<file path="config.mk">
export PLATFORM = sky130hd
export DESIGN_NAME = filter_rr_scheduler_flat
export DESIGN_NICKNAME = d
export VERILOG_FILES = /design/src/rtl/md_filter_pkg.sv /design/src/rtl/filter_rr_scheduler_if.sv /design/src/rtl/rr_pick.sv /design/src/rtl/filter_rr_scheduler.sv /design/src/flat_wrapper.sv
export SDC_FILE = /design/constraint.sdc
export NUM_CORES = 1
export LEC_CHECK = 0
export ABC_AREA = 1
export CORE_MARGIN = 3
export CORE_UTILIZATION = 36
export CTS_CLUSTER_DIAMETER = 60
export DETAILED_ROUTE_END_ITERATION = 8
export HOLD_SLACK_MARGIN = 0.05
export SLEW_MARGIN = 15
export SYNTH_ARGS = -nofsm -noshare
export SYNTH_HDL_FRONTEND = slang
export SYNTH_SLANG_ARGS = --single-unit
</file>
<file path="constraint.sdc">
create_clock -name clk -period 5.3 [get_ports clk]
set_input_delay 1.06 -clock clk [delete_from_list [all_inputs] [get_ports clk]]
set_output_delay 1.06 -clock clk [all_outputs]
set_load 0.03 [all_outputs]
</file>
<file path="src/rtl/md_filter_pkg.sv">
// Shared definitions for the filter-bank schedulers: FSM state encoding,
// statistics counter width and a one-hot to index helper.
package md_filter_pkg;

    localparam int unsigned STATS_W = 16;

    localparam logic [1:0] ST_IDLE   = 2'd0;
    localparam logic [1:0] ST_ACTIVE = 2'd1;
    localparam logic [1:0] ST_STALL  = 2'd2;

    typedef enum logic [1:0] {
        IDLE   = ST_IDLE,
        ACTIVE = ST_ACTIVE,
        STALL  = ST_STALL
    } sched_state_t;

    typedef logic [STATS_W-1:0] stat_cnt_t;

    // OR-reduction encoder: valid only for a one-hot (or zero) input
    function automatic logic [3:0] onehot_to_index(input logic [15:0] oh);
        logic [3:0] idx;
        idx = '0;
        for (int unsigned i = 0; i < 16; i++) begin
            if (oh[i]) idx = idx | 4'(i);
        end
        return idx;
    endfunction

endpackage

</file>
<file path="src/rtl/filter_rr_scheduler_if.sv">
// Handshake bundle between the filter buffer bank and the round-robin
// read scheduler. The scheduler drives the master side.
interface filter_rr_scheduler_if #(
    parameter int unsigned NUM_FILTER = 4,
    parameter int unsigned ID_WIDTH   = 2
);
    logic [NUM_FILTER-1:0] filter_available;
    logic                  pipe_ready;
    logic [NUM_FILTER-1:0] arbitration_result;
    logic [ID_WIDTH-1:0]   sel_id;
    logic                  sel_valid;
    logic [2:0]            inflight_cnt;
    logic                  arb_busy;

    modport master (
        input  filter_available, pipe_ready,
        output arbitration_result, sel_id, sel_valid, inflight_cnt, arb_busy
    );

    modport slave (
        output filter_available, pipe_ready,
        input  arbitration_result, sel_id, sel_valid, inflight_cnt, arb_busy
    );
endinterface

</file>
<file path="src/rtl/rr_pick.sv">
// Combinational round-robin picker: searches the request vector starting at
// the pointer, wrapping modulo NUM_FILTER, and returns a one-hot grant and
// its index.
module rr_pick
    import md_filter_pkg::*;
#(
    parameter int unsigned NUM_FILTER = 4,
    parameter int unsigned ID_WIDTH   = 2
) (
    input  logic [NUM_FILTER-1:0] i_req,
    input  logic [ID_WIDTH-1:0]   i_ptr,
    input  logic                  i_en,
    output logic [NUM_FILTER-1:0] o_grant,
    output logic [ID_WIDTH-1:0]   o_idx,
    output logic                  o_any
);
    localparam int unsigned PW = $clog2(NUM_FILTER);

    logic [PW-1:0] w_pos;
    int unsigned   w_sum;
    logic          w_found;
    logic [15:0]   w_oh16;
    logic [3:0]    w_idx4;

    // First requester at or after the pointer wins
    always_comb begin
        o_grant = '0;
        w_found = 1'b0;
        w_pos   = '0;
        w_sum   = 0;
        for (int unsigned i = 0; i < NUM_FILTER; i++) begin
            w_sum = 32'(i_ptr) + i;
            if (w_sum >= NUM_FILTER) w_sum = w_sum - NUM_FILTER;
            w_pos = PW'(w_sum);
            if (i_en && !w_found && i_req[w_pos]) begin
                o_grant[w_pos] = 1'b1;
                w_found        = 1'b1;
            end
        end
    end

    assign w_oh16 = 16'(o_grant);
    assign w_idx4 = onehot_to_index(w_oh16);
    assign o_idx  = ID_WIDTH'(w_idx4);
    assign o_any  = |o_grant;

endmodule

</file>
<file path="src/rtl/filter_rr_scheduler.sv">
// Round-robin read scheduler for the filter buffer bank. Issues one one-hot
// pop per cycle when the force pipeline is ready, and delays {valid, id}
// by READ_LATENCY so it lines up with the buffer read data.
// Optional statistics ports are enabled by defining FILTER_SCHED_STATS_EN.
module filter_rr_scheduler
    import md_filter_pkg::*;
#(
    parameter int unsigned NUM_FILTER   = 4,
    parameter int unsigned ID_WIDTH     = 2,
    parameter int unsigned READ_LATENCY = 1
) (
    input  logic                        clk,
    input  logic                        rst,
    filter_rr_scheduler_if.master       bus
`ifdef FILTER_SCHED_STATS_EN
    ,
    output logic [NUM_FILTER*STATS_W-1:0] grant_total,
    output logic [STATS_W-1:0]            stall_cycles
`endif
);
    sched_state_t          w_state;
    sched_state_t          r_state;
    logic [ID_WIDTH-1:0]   r_ptr;
    logic [NUM_FILTER-1:0] w_grant;
    logic [ID_WIDTH-1:0]   w_idx;
    logic                  w_any;
    logic                  r_dv  [READ_LATENCY];
    logic [ID_WIDTH-1:0]   r_did [READ_LATENCY];
    logic [2:0]            r_cnt;

    // Classify the current cycle from the request and ready inputs
    always_comb begin
        w_state = IDLE;
        if (|bus.filter_available) w_state = bus.pipe_ready ? ACTIVE : STALL;
    end

    // Grants are suppressed while reset is asserted
    rr_pick #(
        .NUM_FILTER (NUM_FILTER),
        .ID_WIDTH   (ID_WIDTH)
    ) u_pick (
        .i_req   (bus.filter_available),
        .i_ptr   (r_ptr),
        .i_en    ((w_state == ACTIVE) && !rst),
        .o_grant (w_grant),
        .o_idx   (w_idx),
        .o_any   (w_any)
    );

    // State register and priority pointer advance past the granted filter
    always_ff @(posedge clk or posedge rst) begin
        if (rst) begin
            r_state <= IDLE;
            r_ptr   <= '0;
        end else begin
            r_state <= w_state;
            if (w_any) begin
                r_ptr <= (w_idx == ID_WIDTH'(NUM_FILTER - 1)) ? '0 : w_idx + 1'b1;
            end
        end
    end

    // Delay line carrying {valid, id} to align with buffer read data
    always_ff @(posedge clk or posedge rst) begin
        if (rst) begin
            for (int unsigned i = 0; i < READ_LATENCY; i++) begin
                r_dv[i]  <= 1'b0;
                r_did[i] <= '0;
            end
        end else begin
            r_dv[0]  <= w_any;
            r_did[0] <= w_idx;
            for (int unsigned i = 1; i < READ_LATENCY; i++) begin
                r_dv[i]  <= r_dv[i-1];
                r_did[i] <= r_did[i-1];
            end
        end
    end

    // In-flight count: +1 on grant, -1 when data emerges
    always_ff @(posedge clk or posedge rst) begin
        if (rst) r_cnt <= '0;
        else     r_cnt <= r_cnt + {2'b00, w_any} - {2'b00, r_dv[READ_LATENCY-1]};
    end

    assign bus.arbitration_result = w_grant;
    assign bus.sel_valid          = r_dv[READ_LATENCY-1];
    assign bus.sel_id             = r_did[READ_LATENCY-1];
    assign bus.inflight_cnt       = r_cnt;
    assign bus.arb_busy           = (r_state != IDLE);

`ifdef FILTER_SCHED_STATS_EN
    stat_cnt_t r_gtot [NUM_FILTER];
    stat_cnt_t r_stall;

    // Saturating per-filter grant counters and stall-cycle counter
    always_ff @(posedge clk or posedge rst) begin
        if (rst) begin
            for (int unsigned i = 0; i < NUM_FILTER; i++) r_gtot[i] <= '0;
            r_stall <= '0;
        end else begin
            for (int unsigned i = 0; i < NUM_FILTER; i++) begin
                if (w_grant[i] && (r_gtot[i] != '1)) r_gtot[i] <= r_gtot[i] + 1'b1;
            end
            if ((w_state == STALL) && (r_stall != '1)) r_stall <= r_stall + 1'b1;
        end
    end

    // Flatten the per-filter counters onto the output bus
    always_comb begin
        grant_total = '0;
        for (int unsigned i = 0; i < NUM_FILTER; i++) begin
            grant_total[i*STATS_W +: STATS_W] = r_gtot[i];
        end
    end

    assign stall_cycles = r_stall;
`endif

endmodule

</file>
<file path="src/flat_wrapper.sv">
// flat-port wrapper written by rule: the top's interface ports become plain ports
module filter_rr_scheduler_flat import md_filter_pkg::*;
#(
    parameter int unsigned NUM_FILTER   = 4,
    parameter int unsigned ID_WIDTH     = 2,
    parameter int unsigned READ_LATENCY = 1
)
  (clk, rst, bus_filter_available, bus_pipe_ready, bus_arbitration_result, bus_sel_id, bus_sel_valid, bus_inflight_cnt, bus_arb_busy);
  filter_rr_scheduler_if #(.NUM_FILTER(NUM_FILTER), .ID_WIDTH(ID_WIDTH)) bus_i ();
  input  logic clk;
  input  logic rst;
  input wire logic [$bits(bus_i.filter_available)-1:0] bus_filter_available;
  input wire logic [$bits(bus_i.pipe_ready)-1:0] bus_pipe_ready;
  output wire logic [$bits(bus_i.arbitration_result)-1:0] bus_arbitration_result;
  output wire logic [$bits(bus_i.sel_id)-1:0] bus_sel_id;
  output wire logic [$bits(bus_i.sel_valid)-1:0] bus_sel_valid;
  output wire logic [$bits(bus_i.inflight_cnt)-1:0] bus_inflight_cnt;
  output wire logic [$bits(bus_i.arb_busy)-1:0] bus_arb_busy;
  assign bus_i.filter_available = bus_filter_available;
  assign bus_i.pipe_ready = bus_pipe_ready;
  assign bus_arbitration_result = bus_i.arbitration_result;
  assign bus_sel_id = bus_i.sel_id;
  assign bus_sel_valid = bus_i.sel_valid;
  assign bus_inflight_cnt = bus_i.inflight_cnt;
  assign bus_arb_busy = bus_i.arb_busy;
  filter_rr_scheduler #(.NUM_FILTER(NUM_FILTER), .ID_WIDTH(ID_WIDTH), .READ_LATENCY(READ_LATENCY)) u_core (.clk(clk), .rst(rst), .bus(bus_i));
endmodule
</file>
==> flow_summary.toml <==
[status]
status = "complete, no violations"

[timing]
whs_ns = 0.488
tns_ns = 0
finalCritPeriodShare_pct = 80.2
rsz0062_at_grt = "no"
relSlewSlack_pct = 72.7
hold_viol = 0
setup_viol = 0
worstMarginPinSlew_ns = 0.409
max_freq_mhz = 235
skew_ns = 0.00735
finalWorstSetupSlack_ns = 1.05
period_minus_slack_ns = 4.25
slew_violations = 0

[grt]
antenna_found_initial = 0
track_usage_pct = 13.8
grt_overflow = 0
grt_pass1_wl_microns = 2970
grt_pass1_vias = 764
grt_max_degree = 12

[place]
place_congestion = 0.816
dp_slack_ns = 1.01
io_buffers = 17
place_hpwl_microns = 1440

[clock_tree]
cts_tree = "yes"
ctsHoldBuffers = 0
clk_latency_ns = 0.26
cts_root_buffer = "clkbuf_4"
clock_sinks = 10
htree_levels = 1
clk_pin_slew_ns = 0.05
post-cts-setup-buffers = 0
cts_resized = 0
cts_made_buffers = 3
clockBufferDepth = 2

[finish]
layout-drive-gt1-share_pct = 20.3
diodes = 0
layout.nets = 151
area_delta_synth_final_pct = 26.3

[route]
viasPerCell = 4.73
vias = 761
wl_met1_microns = 696
drc = 0
drtPass1Iterations = 4
detail-route-antenna-nets = 0
drt_wl_total_microns = 1650
route.met2.wl_microns = 842
route.met3.wl_microns = 59
dr.max_layer_used = "met4"
routedWlPerCell_microns = 10.2
drt_iter0_drc = 9

[power]
total_power_mw = 0.632
power.density_nw_per_um2 = 577
p_leak_nw = 0.585
ir_worst_vdd_v = 0.000326

[worst_setup_path]
crit_required_ns = 4.24
start_kind = "input pin"
cp_max_fo = 11
critPathKind = "in -> out"
endpoint_kind = "output pin"
worstPathArrival_ns = 3.19

[logic_synthesis]
async_reset_ff_share_pct = 100
synth_warnings = 0
postSynthAreaPerCell_sq_um = 7.67
yosys.area.top_type = "dfrtp_1"
ys_ff_latch = 10
synth_area_leaders = "dfrtp_1 (29%), nand2_1 (16%), ha_1 (12%)"
netlist.area_leader.share_pct = 28.9
syn_inst = 113
synth_seq_area_share_pct = 28.9
synthXorXnorAreaFrac_pct = 2.02
synthAdderAreaFrac_pct = 13.9
synth_top_family_by_area = "simple AND/OR/NAND/NOR gates"
yosys.cell_count.top_type = "nand2_1"
synth_edf_count = 0
ys_types = 21
muxShareOfSynthArea_pct = 0
syn-cell-area_sq_um = 867
synth_fp_nets = 129
synth_compound_area_share_pct = 1.59
synthSimpleGateAreaFrac_pct = 45.9
synth_common_cells = "nand2_1 (36), inv_1 (12), dfrtp_1 (10)"
synth-main-ff-cell = "dfrtp_1"

[hold_path]
worstHoldPathType = "reg -> reg"

[die]
coreArea_sq_um = 2250
io_pins = 18
die_w_microns = 55.1
dieHeight_microns = 55.1
core.rowCount = 17
start_util_pct = 38.5
dieArea_sq_um = 3030

[job]
cap_violations = 0
## metal layers
| metal | GRT usage (%) | vias to the layer above |
|---|---|---|
| li1 | - | 395 |
| met1 | 15.1 | 339 |
| met4 | 10.5 | 0 |
| met3 | 1.61 | 5 |
| met5 | 0 | - |
| met2 | 24.2 | 22 |
## report_power, final
part           total (mW)  internal [mW]  switching [mW]
Combinational       0.442          0.164           0.278
Sequential          0.140          0.110          0.0299
Clock              0.0496         0.0261          0.0235
## critical path: stages
cell             delay, ns
clkdlybuf4s50_1       0.42
inv_1                 0.32
nand3_2               0.18
and2b_4               0.30
nand4_1               0.12
nand3_2               0.13
clkdlybuf4s50_1       0.67
## cells in the final DEF, fill, tap and decap left out
master,count
nand2_1,36
clkbuf_4,3
inv_2,3
or2_2,1
nand2_4,2
inv_1,12
nand2_2,2
clkdlybuf4s50_1,17
xnor2_1,1
ha_1,8
o21ai_2,1
nand4_1,4
dfrtp_1,10
fa_1,1
a21oi_1,1
nand3_2,9
nor2_1,4
nor2_4,2
xor2_1,1
nand3_1,8
and2b_4,1
nor2_2,3
clkinv_1,3
## logic make-up (layout without fill, tap and decap cells)
family / after synthesis / in the layout
buffers and inverters: 18 / 38
AOI/OAI and AO/OA: 2 / 2
DFF: 10 / 10
xor gates and xnor gates: 2 / 2
and+or+nand+nor: 72 / 72
adders and majority gates: 9 / 9
## cell type report
| type | count | area [sq um] |
|---|---|---|
| Fill cell | 228 | 1160 |
| Multi-Input combinational cell | 85 | 549 |
| Sequential cell | 10 | 250 |
| Timing Repair Buffer | 17 | 170 |
| Inverter | 18 | 67.6 |
| Tap cell | 28 | 35.0 |
| Clock buffer | 3 | 22.5 |
## registers in the layout, indices dropped and copies added (netlist names)
signal / count
u_core.bus.inflight_cnt: 3
u_core.bus.sel_id: 2
u_core.r_state: 2
u_core.r_ptr: 2
u_core.bus.sel_valid: 1
## stage by stage
step | utilization [%] | instances | instance area (sq um)
2_1_floorplan | - | 113 | 867
3_3_place_gp | 47.6 | 158 | 1070
3_5_place_dp | 47.6 | 158 | 1070
4_1_cts | 48.6 | 161 | 1090
5_1_grt | 48.6 | 161 | 1090
6_report | 48.6 | 161 | 1090
## path summary, 6_finish.rpt
| check | to | cells after the start | from | slack, ns |
|---|---|---|---|---|
| hold reg to reg | u_core.bus.inflight_cnt[2] | 1 | u_core.bus.inflight_cnt[1] | 0.49 |
| setup / recovery | bus_arbitration_result[2] | 7 | rst | 1.05 |
| max in group asynchronous | u_core.bus.sel_valid | 2 | rst | 3.89 |
| min in group asynchronous | u_core.r_ptr[0] | 2 | rst | 1.11 |
| hold / removal | u_core.bus.inflight_cnt[2] | 1 | u_core.bus.inflight_cnt[1] | 0.49 |
| setup reg to reg | u_core.bus.inflight_cnt[2] | 16 | u_core.r_ptr[0] | 2.33 |
Note: power is estimated with default switching activity, not from simulation.
